<file path="config.mk">
export PLATFORM = sky130hd
export DESIGN_NAME = simd_issue_arbiter
export DESIGN_NICKNAME = d
export VERILOG_FILES = /design/src/rtl/simd_issue_arbiter_pkg.sv /design/src/rtl/simd_issue_arbiter_tag_fifo.sv /design/src/rtl/simd_issue_arbiter.sv
export SDC_FILE = /design/constraint.sdc
export NUM_CORES = 1
export LEC_CHECK = 0
export BUFFER_PORTS_ARGS = -buffer_cell sky130_fd_sc_hd__buf_2
export CAP_MARGIN = 20
export CORE_AREA = 2 2 146 148
export DETAILED_ROUTE_END_ITERATION = 8
export DIE_AREA = 0 0 148 150
export PLACE_DENSITY_LB_ADDON = 0.3
export SETUP_SLACK_MARGIN = 0.15
export SLEW_MARGIN = 20
export SYNTH_ARGS = -nofsm -noshare
export SYNTH_HDL_FRONTEND = slang
export SYNTH_SLANG_ARGS = --single-unit
</file>
<file path="constraint.sdc">
create_clock -name i_clk -period 6.35 [get_ports i_clk]
set_clock_uncertainty 0.15 [all_clocks]
set_input_delay 0.635 -clock i_clk [delete_from_list [all_inputs] [get_ports i_clk]]
set_output_delay 0.635 -clock i_clk [all_outputs]
set_load 0.05 [all_outputs]
</file>
<file path="src/rtl/simd_issue_arbiter_pkg.sv">
// Shared types, default sizes and the round-robin pick helper for the SIMD issue arbiter.
package simd_issue_arbiter_pkg;

    localparam int N_SRC_DEF       = 4;
    localparam int N_PENDING_DEF   = 8;
    localparam int MAX_PER_SRC_DEF = 4;
    localparam int RR_MAX          = 32;

    typedef logic [$clog2(N_SRC_DEF)-1:0] srcid_t;

    // Rotate by ptr, take the lowest set bit and map it back to a source index.
    // The three steps are fused into a single scan. Returns -1 when req is empty.
    function automatic int rr_pick(input logic [RR_MAX-1:0] req, input int n, input int ptr);
        int idx;
        int pick;
        pick = -1;
        for (int k = 0; k < RR_MAX; k++) begin
            idx = ptr + k;
            if (idx >= n) idx = idx - n;
            if (k < n && pick < 0 && req[idx[4:0]]) pick = idx;
        end
        return pick;
    endfunction

endpackage

</file>
<file path="src/rtl/simd_issue_arbiter_tag_fifo.sv">
// In-order tag FIFO that records the source id of every issued instruction.
module simd_tag_fifo #(
    parameter int DEPTH = 8,
    parameter int W     = 2
) (
    input  logic                       clk,
    input  logic                       rst,
    input  logic                       push,
    input  logic [W-1:0]               push_data,
    input  logic                       pop,
    output logic [W-1:0]               pop_data,
    output logic [$clog2(DEPTH+1)-1:0] count,
    output logic                       empty,
    output logic                       full
);
    localparam int AW = $clog2(DEPTH);
    localparam int CW = $clog2(DEPTH+1);

    logic [W-1:0]  mem [DEPTH];
    logic [AW-1:0] wr_ptr;
    logic [AW-1:0] rd_ptr;
    logic          do_push;
    logic          do_pop;

    assign empty    = (count == '0);
    assign full     = (count == CW'(DEPTH));
    assign pop_data = mem[rd_ptr];
    assign do_push  = push && !full;
    assign do_pop   = pop && !empty;

    always_ff @(posedge clk) begin
        if (rst) begin
            wr_ptr <= '0;
            rd_ptr <= '0;
            count  <= '0;
        end else begin
            if (do_push) begin
                mem[wr_ptr] <= push_data;
                wr_ptr      <= (wr_ptr == AW'(DEPTH-1)) ? '0 : wr_ptr + 1'b1;
            end
            if (do_pop) rd_ptr <= (rd_ptr == AW'(DEPTH-1)) ? '0 : rd_ptr + 1'b1;
            case ({do_push, do_pop})
                2'b10:   count <= count + 1'b1;
                2'b01:   count <= count - 1'b1;
                default: count <= count;
            endcase
        end
    end

endmodule

</file>
<file path="src/rtl/simd_issue_arbiter.sv">
// Round-robin arbiter sharing one SIMD ALU pipeline between N_SRC issuing drivers,
// with per-source credit counters and in-order commit routing through a tag FIFO.
module simd_issue_arbiter
    import simd_issue_arbiter_pkg::*;
#(
    parameter int N_SRC       = N_SRC_DEF,
    parameter int INST_BW     = 4,
    parameter int WID_BW      = 3,
    parameter int OFS_BW      = 64,
    parameter int N_PENDING   = N_PENDING_DEF,
    parameter int MAX_PER_SRC = MAX_PER_SRC_DEF
) (
    input  logic                       i_clk,
    input  logic                       i_rst,
    input  logic [N_SRC-1:0]           src_rdy,
    output logic [N_SRC-1:0]           src_ack,
    input  logic [N_SRC*INST_BW-1:0]   i_src_pc,
    input  logic [N_SRC*WID_BW-1:0]    i_src_warpid,
    input  logic [N_SRC*OFS_BW-1:0]    i_src_ofs,
    output logic                       dst_rdy,
    input  logic                       dst_ack,
    output logic [INST_BW-1:0]         o_pc,
    output logic [WID_BW-1:0]          o_warpid,
    output logic [OFS_BW-1:0]          o_ofs,
    output logic [$clog2(N_SRC)-1:0]   o_srcid,
    input  logic                       commit_dval,
    output logic [N_SRC-1:0]           src_commit_dval,
    output logic                       o_idle,
    output logic                       o_err
);
    localparam int SW  = $clog2(N_SRC);
    localparam int CW  = $clog2(MAX_PER_SRC+1);
    localparam int FCW = $clog2(N_PENDING+1);
    localparam logic [CW-1:0] CNT_MAX = CW'(MAX_PER_SRC);

    // Handshake: a source transfers when src_rdy and src_ack are both high in a cycle;
    // the slot transfers to the pipeline when dst_rdy and dst_ack are both high.
    logic [CW-1:0]  cnt [N_SRC];
    logic [SW-1:0]  ptr;
    logic [N_SRC-1:0] elig;
    logic           slot_free;
    logic           grant;
    logic           commit_hit;
    int             pick;
    logic [SW-1:0]  win;
    logic [SW-1:0]  head;
    logic           fifo_empty;
    logic           fifo_full;
    logic [FCW-1:0] fifo_count;

    // Eligibility uses registered credits only; a same-cycle commit frees room next cycle.
    always_comb begin
        slot_free = !dst_rdy || dst_ack;
        elig      = '0;
        for (int i = 0; i < N_SRC; i++)
            elig[i] = src_rdy[i] && (cnt[i] < CNT_MAX) && !fifo_full && slot_free && !i_rst;
        pick  = rr_pick(RR_MAX'(elig), N_SRC, int'(ptr));
        grant = (pick >= 0);
        win   = grant ? pick[SW-1:0] : '0;
        src_ack = '0;
        if (grant) src_ack[win] = 1'b1;
        commit_hit      = commit_dval && !fifo_empty && !i_rst;
        src_commit_dval = '0;
        if (commit_hit) src_commit_dval[head] = 1'b1;
    end

    assign o_idle = !dst_rdy && (fifo_count == '0);

    always_ff @(posedge i_clk) begin
        if (i_rst) begin
            dst_rdy  <= 1'b0;
            o_pc     <= '0;
            o_warpid <= '0;
            o_ofs    <= '0;
            o_srcid  <= '0;
            ptr      <= '0;
            o_err    <= 1'b0;
            for (int i = 0; i < N_SRC; i++) cnt[i] <= '0;
        end else begin
            if (grant) begin
                dst_rdy  <= 1'b1;
                o_pc     <= i_src_pc[win*INST_BW +: INST_BW];
                o_warpid <= i_src_warpid[win*WID_BW +: WID_BW];
                o_ofs    <= i_src_ofs[win*OFS_BW +: OFS_BW];
                o_srcid  <= win;
                ptr      <= (win == SW'(N_SRC-1)) ? '0 : win + 1'b1;
            end else if (slot_free) begin
                dst_rdy <= 1'b0;
            end
            if (commit_dval && fifo_empty) o_err <= 1'b1;
            for (int i = 0; i < N_SRC; i++) begin
                case ({grant && (win == SW'(i)), commit_hit && (head == SW'(i))})
                    2'b10:   cnt[i] <= cnt[i] + 1'b1;
                    2'b01:   cnt[i] <= cnt[i] - 1'b1;
                    default: cnt[i] <= cnt[i];
                endcase
            end
        end
    end

    simd_tag_fifo #(
        .DEPTH(N_PENDING),
        .W    (SW)
    ) u_tag_fifo (
        .clk      (i_clk),
        .rst      (i_rst),
        .push     (grant),
        .push_data(win),
        .pop      (commit_hit),
        .pop_data (head),
        .count    (fifo_count),
        .empty    (fifo_empty),
        .full     (fifo_full)
    );

endmodule

</file>
## Word level (Yosys, flattened, before mapping)

Memories as Yosys holds them, arrays and structs flattened. A register that Yosys moved wholly into a read port is not among the register bits.
Cells that the tools add are included.

| operators by class | value |
|---|---|
| $add $sub $neg | 20 |
| $mul | 1 |
| div/mod/pow operators | 0 |
| order comparisons | 20 |
| eq/ne operators | 19 |
| shift operators | 3 |
| mux-type cells | 84 |
| bitwise operators | 12 |
| reduce and logical (&&, ||, !) cells | 49 |

Operators with widths:

| kind | count |
|---|---|
| $mux 32 | 8 |
| $shiftx 256x9->64 | 1 |
| $lt 32x1->1 const B | 3 |
| $mux 1 | 49 |
| $mux 3 | 16 |
| $logic_and 1x1->1 | 35 |
| $ge 32x1->1 const B | 1 |
| $lt 5x6->1 const B | 4 |
| $bmux 1 s5 | 4 |
| $add 3x1->3 const B | 6 |
| $eq 2x2->1 const B | 9 |
| $shiftx 16x5->4 | 1 |
| $eq 2x1->1 const B | 7 |
| $lt 3x3->1 const B | 4 |
| $or 1x1->1 | 12 |
| $shiftx 12x5->3 | 1 |
| $sub 3x1->3 const B | 4 |
| $sub 3x3->4 const B | 3 |
| $ge 3x3->1 const B | 3 |
| $mux 4 | 2 |
| $pmux 4 s2 | 1 |
| $reduce_or 2->1 | 4 |
| $add 2x2->3 const B | 2 |
| $eq 3x3->1 const B | 2 |
| 17 further kinds | 26 |

| word-level totals | value |
|---|---|
| register bits after elaboration | 87 |
| latch bits | 0 |
| memory bits (writable) | 28 |
| ROM bits | 0 |
| bits of input ports | 292 |
| output and inout port bits | 84 |
| logic and storage cells | 220 |
| memories kept | 2 |

Memories:

| memory | depth | bits a word | read ports | clocked after Yosys merged registers in | wr ports | line | text |
|---|---|---|---|---|---|---|---|
| u_tag_fifo.mem | 8 | 2 | 1 | 1 | 1 | simd_issue_arbiter_tag_fifo.sv:19 | `logic [W-1:0] mem [DEPTH];` |
| cnt | 4 | 3 | 4 | 0 | 4 | simd_issue_arbiter.sv:38 | `logic [CW-1:0] cnt [N_SRC];` |

## Longest topological paths before layout

Gate-level depths: netlist (run 1).

| depth | value |
|---|---|
| word-level depth | 28 |
| mapped depth | 19 |
| mapped depth without buffers | 17 |

## Hierarchy

From an unflattened synthesis (run 1), not the netlist that was laid out.

| unflattened totals | value |
|---|---|
| cells, all modules | 1046 |
| area, all modules | 8580.7 sq um |

By module, submodules not included:

| module | instances | cells each | area an instance (sq um) | seq. area each (sq um) |
|---|---|---|---|---|
| simd_issue_arbiter | 1 | 942 | 7257.0 | 1901.8 |
| simd_tag_fifo | 1 | 104 | 1323.8 | 740.7 |

## Least setup slack after synthesis (run 1)

No wires, ideal clock.

| timing path | value |
|---|---|
| path type | reg-to-reg |
| from | register ptr[0] |
| to | memory cnt[1][2] (netlist bit) (data pin) |
| setup time | 266 ps |
| arrival | 4198 ps |
| data required time | 5934 ps |
| path slack | 1736 ps |
| stages on the path, launching flop included | 20 |
| buffers on the path | 2 |
| clock period less this slack | 4614 ps |
| path through | dfxtp_1 clkinv_1 ha_1 mux4_2 o221a_4 or3_4 and2_4 buf_12 buf_12 nand2_1 inv_1 ha_1 nand2_1 ha_1 nand2b_1 fa_1 xor2_1 nor3_1 a21oi_1 nor2_1 |

RTL lines:

| item | line | text |
|---|---|---|
| from (decl) | simd_issue_arbiter.sv:39 | `logic [SW-1:0] ptr;` |
| from (signal assigned) | simd_issue_arbiter.sv:86 | `ptr <= (win == SW'(N_SRC-1)) ? '0 : win + 1'b1;` |
| to (decl) | simd_issue_arbiter.sv:38 |  |

## Final worst setup path (run 1)

| timing path | value |
|---|---|
| from | register ptr[0] |
| to | output port src_ack[1] |

| between the ends | value |
|---|---|
| word-level cells in the longest chain between the ends | 21 |
| elaborated cells on any way between the ends | 41 |
| those cells by class | add/sub: 7; order compare: 10; mux: 20; reduce/logical: 4 |

Ends and longest elaborated chain:

| item | line | text |
|---|---|---|
| $sub 2x3->4 or $ge 2x3->1 (tied branches) | simd_issue_arbiter_pkg.sv:19 | `if (idx >= n) idx = idx - n;` |
| $mux 32 | simd_issue_arbiter_pkg.sv:19 |  |
| $bmux 1 s5 | simd_issue_arbiter_pkg.sv:20 | `if (k < n && pick < 0 && req[idx[4:0]]) pick = idx;` |
| $mux 1 (not written as such) | simd_issue_arbiter_pkg.sv:20 |  |
| $mux 32 | simd_issue_arbiter_pkg.sv:20 |  |
| $lt 32x1->1 | simd_issue_arbiter_pkg.sv:20 |  |
| $logic_and 1x1->1 | simd_issue_arbiter_pkg.sv:20 |  |
| $mux 32 | simd_issue_arbiter_pkg.sv:20 |  |
| (+6 left out) | n/a |  |
| $ge 32x1->1 | simd_issue_arbiter.sv:58 | `grant = (pick >= 0);` |
| $mux 2 * | simd_issue_arbiter.sv:59 | `win = grant ? pick[SW-1:0] : '0;` |
| via u_tag_fifo.push_data[0] | simd_issue_arbiter_tag_fifo.sv:9 | `input logic [W-1:0] push_data,` |
| $lt 2x3->1 (not written as such) or $ge 2x1->1 (tied branches) | simd_issue_arbiter.sv:61 | `if (grant) src_ack[win] = 1'b1;` |
| $logic_and 1x1->1 (not written as such) | simd_issue_arbiter.sv:61 |  |
| $mux 1 (not written as such) | simd_issue_arbiter.sv:61 |  |
| $demux 1 s2 * | simd_issue_arbiter.sv:61 |  |
| $mux 4 * | simd_issue_arbiter.sv:61 |  |
| to (decl) | simd_issue_arbiter.sv:16 | `output logic [N_SRC-1:0] src_ack,` |

The timed path passes the listed nets; every way through them passes the cells marked *. The select of a mux whose other input is x is not followed.

==> results.py, run 1 <==
metrics = {
    "outcome": {
        "status": "completed",
    },
    "synth": {
        "netlist_area_sq_um": 6930,
        "synth.most_common_cell": "inv_1",
        "synthTopCellsByArea": "dfxtp_1, edfxtp_1, mux2i_1, o221ai_1, a22oi_1",
        "synthAdderAreaFrac": 0.0585,
        "synth_area_per_cell_sq_um": 10.5,
        "ys_top_cells_by_count": "inv_1, dfxtp_1, mux2i_1",
        "synth_xor_area_frac": 0.00759,
        "async_flop_share": 0,
        "synth_simple_gate_area_frac": 0.0755,
        "synth_top_area_cell": "dfxtp_1",
        "yosysTopAreaCellShare": 0.260,
        "ys_seq_area_frac": 0.382,
        "yosysUniqueCellTypes": 53,
        "synth_compound_area_frac": 0.210,
        "ys_warn_count": 0,
        "ys.flop_type": "dfxtp_1",
        "syn_inst": 659,
        "ys_seq_elements": 118,
        "synth_edf_count": 28,
        "synthMuxAreaShare": 0.139,
        "syn_nets": 981,
        "synth_top_family_by_area": "compound AO/OA/AOI/OAI gates",
    },
    "global_route": {
        "grt_usage": 0.199,
        "grt_pass1_wl_microns": 33800,
        "grt_pass1_vias": 6135,
        "overflow": 0,
        "antenna_found_initial": 1,
        "grt_max_degree": 57,
    },
    "cells_and_area": {
        "fin_nets": 1340,
        "fillers": 2038,
        "num_antenna_cells": 0,
        "final_cell_area_sq_um": 9340,
        "synthToLayoutAreaGrowth_pct": 34.9,
        "drive_gt1_frac": 0.435,
    },
    "floorplan": {
        "die_x_microns": 148,
        "rows": 53,
        "pin_count": 376,
        "start_util": 0.335,
        "die-area_sq_um": 22200,
        "die_y_microns": 150,
        "core_area_sq_um": 20700,
    },
    "clock_network": {
        "post_cts_buffers": 0,
        "cts_max_path_buffers": 2,
        "clock_sinks": 118,
        "cts_hold_repair.buffers": 0,
        "clk_pin_slew_ns": 0.06,
        "clock_latency_ns": 0.42,
        "root_buffer": "clkbuf_16",
        "h-tree-depth": 4,
        "cts_tree": "done",
        "numCtsBuffers": 17,
        "cts_resized": 0,
    },
    "setup_path": {
        "critical_path.cell_chain": "clkinv_1 -> ha_1 -> mux4_2 -> o31ai_1 -> or3_4 -> and2_4 -> nand2_1 -> inv_1 -> ha_1 -> nand2_1 -> inv_1 -> buf_2",
        "cp.required_ns": 5.56,
        "critical_path_class": "flop to primary output",
        "crit_arrival_ns": 4.48,
        "crit_end": "src_ack[1]",
        "startpoint": "ptr[0]$_SDFFE_PP0N_",
        "cp_slowest_cell": "dfxtp_1",
        "r2r_start": "ptr[0]$_SDFFE_PP0N_",
        "end_kind": "primary output",
        "critical_path.max_fanout": 37,
        "rr_worst_depth": 17,
        "reg2reg_to": "cnt[1][2]$_SDFFCE_PN0P_",
        "cp_slowest_stage_delay_ns": 0.57,
        "r2r_slack_ns": 1.28,
        "startpoint_type": "flop",
    },
    "routing": {
        "met3_length_microns": 2550,
        "top_layer_used": "met5",
        "vias": 6390,
        "finalWirelength_microns": 23600,
        "drc": 0,
        "wl_met2_microns": 11000,
        "via_per_inst": 4.89,
        "ant_nets": 0,
        "drt_iter0_markers": 325,
        "drt-met1-wl_microns": 9750,
        "drtPass1Iterations": 6,
        "wl_per_cell_microns": 18.0,
    },
    "pwr": {
        "p_leak_nw": 4.90,
        "vdd_drop_max_mv": 0.290,
        "power_density_nw_per_um2": 486,
    },
    "worst_hold_path": {
        "min_path_type": "input port to flop",
    },
    "place": {
        "port-buffer-count": 375,
        "dpl_cell_area_sq_um": 8700,
        "dp_hpwl_microns": 18000,
        "place.gp.congestion": 0.903,
    },
    "timing": {
        "period_share": 0.830,
        "tightest_slew_ns": 1.03,
        "setup_viol": 0,
        "slew_headroom": 0.315,
        "setup_tns_ns": 0,
        "hold_violations": 0,
        "rsz0062_at_grt": "false",
        "finalMaxSlewViolations": 0,
        "fmax_mhz": 190,
        "holdWs_ns": 0.293,
        "period_needed_ns": 5.27,
    },
    "job": {
        "cap_violations": 0,
    },
}
## logic make-up after synthesis
family | count (synthesis)
XOR/XNOR | 6
multiplexers | 87
flip-flops | 118
buffers and inverters | 139
adder cells (fa/ha/maj) | 30
AND/OR/NAND/NOR | 100
AO/OA/AOI/OAI | 179
## registers in the layout, indices dropped and copies added, names as in the netlist, named ones only
name               cells
o_pc                   4
ptr                    2
u_tag_fifo.mem        16
o_warpid               3
o_err                  1
u_tag_fifo.count       4
cnt                   12
o_srcid                2
dst_rdy                1
o_ofs                 64
u_tag_fifo.rd_ptr      3
u_tag_fifo.wr_ptr      3
## placed cells by master (no fill, tap or decap), types with 3 or more instances in the layout
cell type | netlist | final
a21oi_1 | 17 | 17
a22oi_1 | 63 | 63
a22oi_2 | 8 | 8
and2b_2 | 6 | 6
buf_2 | 2 | 375
buf_4 | 1 | 6
bufinv_16 | 0 | 4
clkbuf_16 | 0 | 17
clkinv_4 | 0 | 3
dfxtp_1 | 90 | 90
edfxtp_1 | 28 | 28
fa_1 | 4 | 4
ha_1 | 26 | 26
inv_1 | 95 | 95
inv_6 | 0 | 6
mux2i_1 | 78 | 78
mux4_2 | 7 | 7
nand2_1 | 21 | 21
nand2b_1 | 5 | 5
nor2_1 | 30 | 29
nor2b_1 | 3 | 3
nor3_1 | 19 | 19
nor3b_1 | 3 | 3
o21bai_1 | 4 | 4
o221ai_1 | 71 | 71
xor2_1 | 5 | 5
## power breakdown
| part | internal [W] | switching (W) | leakage [nW] | total [W] |
|---|---|---|---|---|
| Clock | 0.000668 | 0.000390 | 0.316 | 0.00106 |
| Sequential | 0.00106 | 0.000165 | 1.01 | 0.00123 |
| Combinational | 0.000645 | 0.00161 | 3.57 | 0.00226 |
| Total | 0.00238 | 0.00217 | 4.90 | 0.00454 |
## worst max-delay path, delay by kind of cell (launching register included)
kind	cells	cell delay (ns)
AOI/OAI and AO/OA	1	0.38
adders and majority gates	2	0.67
buffers and inverters	4	0.99
DFF	1	0.57
muxes	1	0.39
and+or+nand+nor	4	1.06
## through the flow
stage               setup WS [ns]  power [W]  cells  utilization
detailed placement           1.24    0.00351   1274        0.420
finish                       1.08    0.00454   1306        0.451
floorplan                    1.74    0.00300    659            -
global route                0.703    0.00477   1306        0.451
global placement             1.37    0.00349   1274        0.420
CTS                          1.00    0.00459   1306        0.451
## how the worst min path moves through the flow
stage	startpoint	end	slack, ns	depth (start not counted)
final	i_src_ofs[188]	o_ofs[60]$_SDFFE_PP0N_	0.29	3
after detailed placement	o_err$_SDFFE_PP0P_	o_err$_SDFFE_PP0P_	0.30	2
after global placement	o_err$_SDFFE_PP0P_	o_err$_SDFFE_PP0P_	0.30	2
after global routing	i_src_ofs[128]	o_ofs[0]$_SDFFE_PP0N_	0.27	3
after CTS	i_src_ofs[174]	o_ofs[46]$_SDFFE_PP0N_	0.27	3
after floorplan	u_tag_fifo.count[2]$_SDFFE_PP0P_	u_tag_fifo.count[2]$_SDFFE_PP0P_	0.33	2
## cell type report
cell class | instances | area, sq um | area share
Multi-Input combinational cell | 402 | 3410 | 0.365
Sequential cell | 118 | 2640 | 0.283
Timing Repair Buffer | 382 | 1940 | 0.208
Clock buffer | 17 | 425 | 0.0455
Inverter | 97 | 364 | 0.0390
Tap cell | 275 | 344 | 0.0368
Clock inverter | 15 | 215 | 0.0230
## metal layers
layer,GRT usage,vias to the layer above
li1,-,3176
met1,0.245,2939
met2,0.313,253
met3,0.0954,20
met4,0.0538,2
met5,0,-
Note: power is estimated with default switching activity, not from simulation.
==> inputs of run 2 (changes only) <==
==> constraint.sdc (replaced) <==
create_clock -name i_clk -period 5.3 [get_ports i_clk]
set_clock_uncertainty 0.15 [all_clocks]
set_input_delay 0.53 -clock i_clk [delete_from_list [all_inputs] [get_ports i_clk]]
set_output_delay 0.53 -clock i_clk [all_outputs]
set_load 0.05 [all_outputs]
==> run 2 against run 1 <==
  * Wire length grew 1.5%
  * Die area unchanged
  * Sequential share of layout area grew 0.053 points
  * Highest routed layer is now met4
  * Hold slack worse by 0.10 ns
  * Clock power up 8%
  * Total power grew 18%
  * Non-clock buffer count increased by 2
  * Critical path depth rose by 5
  * Global-route usage grew 0.51 points
==> results.py, run 2 (synthesis results as in run 1) <==
metrics = {
    "setup_path": {
        "cp_slowest_stage_delay_ns": 0.55,
        "critical_path.cell_chain": "clkinv_1 -> ha_1 -> mux4_2 -> o221a_4 -> or3_4 -> and2_4 -> nand2_1 -> inv_1 -> ha_1 -> nand2_1 -> ha_1 -> nand2b_1 -> fa_1 -> xor2_1 -> nor3_1 -> a21oi_1 -> nor2_1",
        "cp_slowest_cell": "dfxtp_1",
        "critical_path.max_fanout": 10,
        "end_kind": "flop",
        "cp_common_cell": "ha_1",
        "critical_path_class": "flop to flop",
        "critPathTopFamily": "adder cells",
        "critPathBufInv": 2,
        "crit_arrival_ns": 4.73,
        "startpoint_type": "flop",
        "cp.required_ns": 5.30,
    },
    "clock_network": {
        "clock_sinks": 118,
        "cts_tree": "done",
        "h-tree-depth": 4,
        "cts_max_path_buffers": 2,
        "post_cts_buffers": 0,
        "cts_resized": 0,
        "clock_latency_ns": 0.41,
        "root_buffer": "clkbuf_16",
        "cts_hold_repair.buffers": 0,
        "clk_pin_slew_ns": 0.06,
        "numCtsBuffers": 17,
    },
    "timing": {
        "hold_violations": 0,
        "period_share": 0.892,
        "setup_viol": 0,
        "fmax_mhz": 211,
        "finalMaxSlewViolations": 0,
        "rsz0062_at_grt": "false",
        "tightest_slew_ns": 0.784,
        "period_needed_ns": 4.73,
        "slew_headroom": 0.477,
        "setup_tns_ns": 0,
    },
    "global_route": {
        "overflow": 0,
        "grt_usage": 0.204,
        "busiest_layer": "met2",
        "antenna_found_initial": 1,
        "grt_util_met1": 0.257,
        "grt_pass1_vias": 6158,
        "grt_max_degree": 54,
        "met3_usage": 0.0860,
        "grt_pass1_wl_microns": 34600,
        "use_met2": 0.321,
    },
    "place": {
        "dpl_cell_area_sq_um": 8740,
        "dp_hpwl_microns": 18100,
        "place.gp.congestion": 0.839,
        "port-buffer-count": 375,
    },
    "routing": {
        "drtPass1Iterations": 5,
        "drc": 0,
        "wl_per_cell_microns": 18.3,
        "drt_iter0_markers": 308,
        "finalWirelength_microns": 23900,
        "via_per_inst": 4.89,
        "ant_nets": 0,
        "vias": 6406,
    },
    "cells_and_area": {
        "multi_input_area_sq_um": 3410,
        "largest_reg_flops": 64,
        "top_regs": "o_ofs: 64 flops, u_tag_fifo.mem: 16 flops, cnt: 12 flops",
        "fin_nets": 1342,
        "ff_latch_area_sq_um": 2640,
        "synthToLayoutAreaGrowth_pct": 34.6,
        "finish.utilization": 0.451,
        "layout_common_cells": "buf_2, inv_1, dfxtp_1",
        "fillers": 2032,
        "final_cell_area_sq_um": 9320,
        "layout_commonest_cell": "buf_2",
        "drive_gt1_frac": 0.436,
        "top_register": "o_ofs",
    },
    "worst_hold_path": {
        "min_path_type": "input port to flop",
    },
    "floorplan": {
        "die_x_microns": 148,
        "pin_count": 376,
        "start_util": 0.335,
        "die-area_sq_um": 22200,
        "core_area_sq_um": 20700,
        "die_y_microns": 150,
        "rows": 53,
    },
    "pwr": {
        "vdd_drop_max_mv": 0.410,
        "power_density_nw_per_um2": 573,
        "p_leak_nw": 4.89,
    },
    "outcome": {
        "status": "completed",
    },
    "job": {
        "cap_violations": 0,
    },
}
run 2: routing by layer:
metal / part of all wire / routed length (microns)
met5: 0 / 0
met1: 0.41 / 9830
met4: 0.013 / 304
met3: 0.10 / 2500
met2: 0.47 / 11300
run 2: final timing paths:
path                            slack [ns]                start                      end  cells past startpoint
worst min register to register        0.31   o_err$_SDFFE_PP0P_       o_err$_SDFFE_PP0P_                      2
worst max register to register        0.57  ptr[0]$_SDFFE_PP0N_  cnt[1][2]$_SDFFCE_PN0P_                     17
worst max-delay path                  0.57  ptr[0]$_SDFFE_PP0N_  cnt[1][2]$_SDFFCE_PN0P_                     17
worst min-delay path                  0.19       i_src_ofs[181]   o_ofs[53]$_SDFFE_PP0N_                      3
run 2: cell type report:
class / count / share of cell area
inverter: 97 / 0.0391
multi-input combinational: 402 / 0.365
timing repair buffer: 384 / 0.213
clock inverter: 15 / 0.0166
antenna: 1 / 0.000268
tap: 275 / 0.0369
clock buffer: 17 / 0.0456
sequential: 118 / 0.283
run 2: power breakdown:
group | leakage (nW) | internal (W) | switching, W
clock network | 0.281 | 0.000693 | 0.000450
logic | 3.59 | 0.000791 | 0.00193
registers | 1.01 | 0.00127 | 0.000204
total | 4.89 | 0.00276 | 0.00258
run 2: tightest hold or removal path, cell delays in order:
cell and delay [ns]:
buf_2 0.07, a22oi_1 0.05, o221ai_1 0.06
run 2: stage by stage:
stage                     setup slack [ns]  total power, W  cells  hold WS (ns)
final                                0.570         0.00534   1309         0.189
after CTS                            0.579         0.00539   1308         0.167
after global routing                 0.196         0.00563   1309         0.184
after detailed placement             0.610         0.00422   1276         0.304
after floorplan                      0.686         0.00359    659         0.335
after global placement               0.656         0.00421   1276         0.298
==> inputs of run 3 (changes only) <==
--- a/config.mk
+++ b/config.mk
@@ -7,10 +7,10 @@
 export LEC_CHECK = 0
 export BUFFER_PORTS_ARGS = -buffer_cell sky130_fd_sc_hd__buf_2
 export CAP_MARGIN = 20
-export CORE_AREA = 2 2 146 148
+export CORE_AREA = 2 2 145 147
 export DETAILED_ROUTE_END_ITERATION = 8
-export DIE_AREA = 0 0 148 150
-export PLACE_DENSITY_LB_ADDON = 0.3
+export DIE_AREA = 0 0 147 149
+export PLACE_DENSITY = 0.64
 export SETUP_SLACK_MARGIN = 0.15
 export SLEW_MARGIN = 20
 export SYNTH_ARGS = -nofsm -noshare
==> constraint.sdc (replaced) <==
create_clock -name i_clk -period 5.7 [get_ports i_clk]
set_clock_uncertainty 0.15 [all_clocks]
set_input_delay 0.57 -clock i_clk [delete_from_list [all_inputs] [get_ports i_clk]]
set_output_delay 0.57 -clock i_clk [all_outputs]
set_load 0.05 [all_outputs]
==> run 3 against run 2 <==
  * Design area shrank 0.13%
  * Critical path type unchanged
  * Global-route usage rose by 0.050 points
  * Utilization rose by 0.23 points
  * Largest cell class unchanged
  * Wire length is 0.18% higher
  * Flip-flop and latch count stayed put
  * Non-clock buffer count is 1 higher
  * Critical path depth unchanged
==> results.py, run 3 (synthesis results as in run 1) <==
metrics = {
    "cells_and_area": {
        "top_regs": "o_ofs: 64 flops, u_tag_fifo.mem: 16 flops, cnt: 12 flops",
        "fillers": 2012,
        "layout_commonest_cell": "buf_2",
        "num_antenna_cells": 0,
        "largest_reg_flops": 64,
        "synthToLayoutAreaGrowth_pct": 34.4,
        "top_register": "o_ofs",
        "layout_common_cells": "buf_2, inv_1, dfxtp_1",
        "drive_gt1_frac": 0.433,
        "fin_cells": 1309,
        "finish.utilization": 0.453,
        "fin_nets": 1343,
    },
    "setup_path": {
        "cp_common_cell": "ha_1",
        "crit_arrival_ns": 4.71,
        "critPathTopFamily": "adder cells",
        "cp_slowest_cell": "dfxtp_1",
        "critical_path.cell_chain": "clkinv_1 -> ha_1 -> mux4_2 -> o221a_4 -> or3_4 -> and2_4 -> nand2_1 -> inv_1 -> ha_1 -> nand2_1 -> ha_1 -> nand2b_1 -> fa_1 -> xor2_1 -> nor3_1 -> a21oi_1 -> nor2_1",
        "critPathBufInv": 2,
        "end_kind": "flop",
        "critical_path_class": "flop to flop",
        "cp_slowest_stage_delay_ns": 0.54,
        "startpoint_type": "flop",
        "critical_path.max_fanout": 10,
        "cp.required_ns": 5.68,
    },
    "pwr": {
        "p_int_w": 0.00261,
        "sw_frac_of_total": 0.478,
        "power.switching_w": 0.00240,
        "clockPowerShare": 0.220,
        "vdd_drop_max_mv": 0.338,
        "p_comb_frac": 0.505,
        "power_density_nw_per_um2": 538,
        "seq_power_share": 0.275,
        "p_leak_nw": 4.88,
    },
    "clock_network": {
        "clk_pin_slew_ns": 0.06,
        "cts_hold_repair.buffers": 0,
        "post_cts_buffers": 0,
        "h-tree-depth": 4,
        "cts_resized": 0,
        "numCtsBuffers": 17,
        "root_buffer": "clkbuf_16",
        "cts_tree": "done",
        "cts_max_path_buffers": 2,
        "clock_latency_ns": 0.41,
        "clock_sinks": 118,
    },
    "job": {
        "cap_violations": 0,
    },
    "timing": {
        "tightest_slew_ns": 1.02,
        "layout_setup_ws_ns": 0.966,
        "period_share": 0.830,
        "period_needed_ns": 4.73,
        "slew_headroom": 0.321,
        "fmax_mhz": 211,
        "finalMaxSlewViolations": 0,
        "rsz0062_at_grt": "false",
        "setup_tns_ns": 0,
        "setup_viol": 0,
        "hold_violations": 0,
    },
    "floorplan": {
        "start_util": 0.337,
        "rows": 53,
        "die_y_microns": 149,
        "die-area_sq_um": 21900,
        "pin_count": 376,
        "die_x_microns": 147,
        "core_area_sq_um": 20600,
    },
    "global_route": {
        "use_met2": 0.315,
        "met3_usage": 0.0997,
        "grt_max_degree": 46,
        "overflow": 0,
        "grt_usage": 0.205,
        "antenna_found_initial": 1,
        "busiest_layer": "met2",
        "grt_util_met1": 0.256,
        "grt_pass1_wl_microns": 34200,
        "grt_pass1_vias": 6166,
    },
    "place": {
        "place.gp.congestion": 0.863,
        "dp.cells": 1277,
        "dp_hpwl_microns": 18300,
        "post-place-ws_ns": 0.982,
        "port-buffer-count": 375,
    },
    "routing": {
        "drt_iter0_markers": 336,
        "ant_nets": 0,
        "finalWirelength_microns": 24000,
        "vias": 6466,
        "drtPass1Iterations": 5,
        "drc": 0,
        "via_per_inst": 4.94,
        "wl_per_cell_microns": 18.3,
    },
    "worst_hold_path": {
        "min_path_type": "input port to flop",
    },
    "outcome": {
        "status": "completed",
    },
}
-- run 3: cell types whose count changed in the layout (fill, tap and decap cells not counted), sizes merged --
cell	before	now
bufinv	2	3
diode	1	0
clkbuf	17	21
buf	384	385
clkinv	10	5
-- run 3: final cells by class --
class | count | area (sq um) | share of cell area
Inverter | 97 | 364 | 0.0391
Clock inverter | 11 | 150 | 0.0161
Tap cell | 275 | 344 | 0.0370
Sequential cell | 118 | 2640 | 0.284
Timing Repair Buffer | 385 | 1950 | 0.210
Clock buffer | 21 | 450 | 0.0484
Multi-Input combinational cell | 402 | 3410 | 0.366
-- run 3: per-stage QoR --
step	hold WS [ns]	total power (W)	cell area, sq um
6_report	0.222	0.00501	9310
2_1_floorplan	0.335	0.00334	6930
3_3_place_gp	0.303	0.00391	8710
5_1_grt	0.213	0.00526	9310
4_1_cts	0.207	0.00505	9310
3_5_place_dp	0.307	0.00393	8710
-- run 3: layer usage --
metal | vias to the layer above | wire length (microns) | part of all wire
met4 | 2 | 453 | 0.019
met2 | 284 | 10800 | 0.45
li1 | 3189 | - | -
met5 | - | 11 | 0.00046
met3 | 37 | 2930 | 0.12
met1 | 2954 | 9760 | 0.41
-- run 3: worst paths after layout --
path                                           from                       to  slack (ns)  cells after the start
worst max register to register  ptr[0]$_SDFFE_PP0N_  cnt[1][2]$_SDFFCE_PN0P_        0.97                     17
worst min register to register   o_err$_SDFFE_PP0P_       o_err$_SDFFE_PP0P_        0.32                      2
worst max-delay path            ptr[0]$_SDFFE_PP0N_  cnt[1][2]$_SDFFCE_PN0P_        0.97                     17
worst min-delay path                 i_src_ofs[176]   o_ofs[48]$_SDFFE_PP0N_        0.22                      3
-- run 3: power by group through the flow --
stage	logic (W)	clock network, W	registers [W]
after floorplan	0.00107	0	0.00227
after global placement	0.00253	0	0.00138
after detailed placement	0.00254	0	0.00138
after CTS	0.00255	0.00113	0.00137
after global routing	0.00269	0.00116	0.00141
final	0.00253	0.00110	0.00138
-- run 3: worst register-to-register path, cell delays in order, from the launching register on --
cell and delay (ns):
dfxtp_1 0.54, clkinv_1 0.30, ha_1 0.47, mux4_2 0.38
o221a_4 0.29, or3_4 0.41, and2_4 0.16, nand2_1 0.13
inv_1 0.18, ha_1 0.24, nand2_1 0.08, ha_1 0.24
nand2b_1 0.09, fa_1 0.38, xor2_1 0.18, nor3_1 0.07
a21oi_1 0.11, nor2_1 0.05
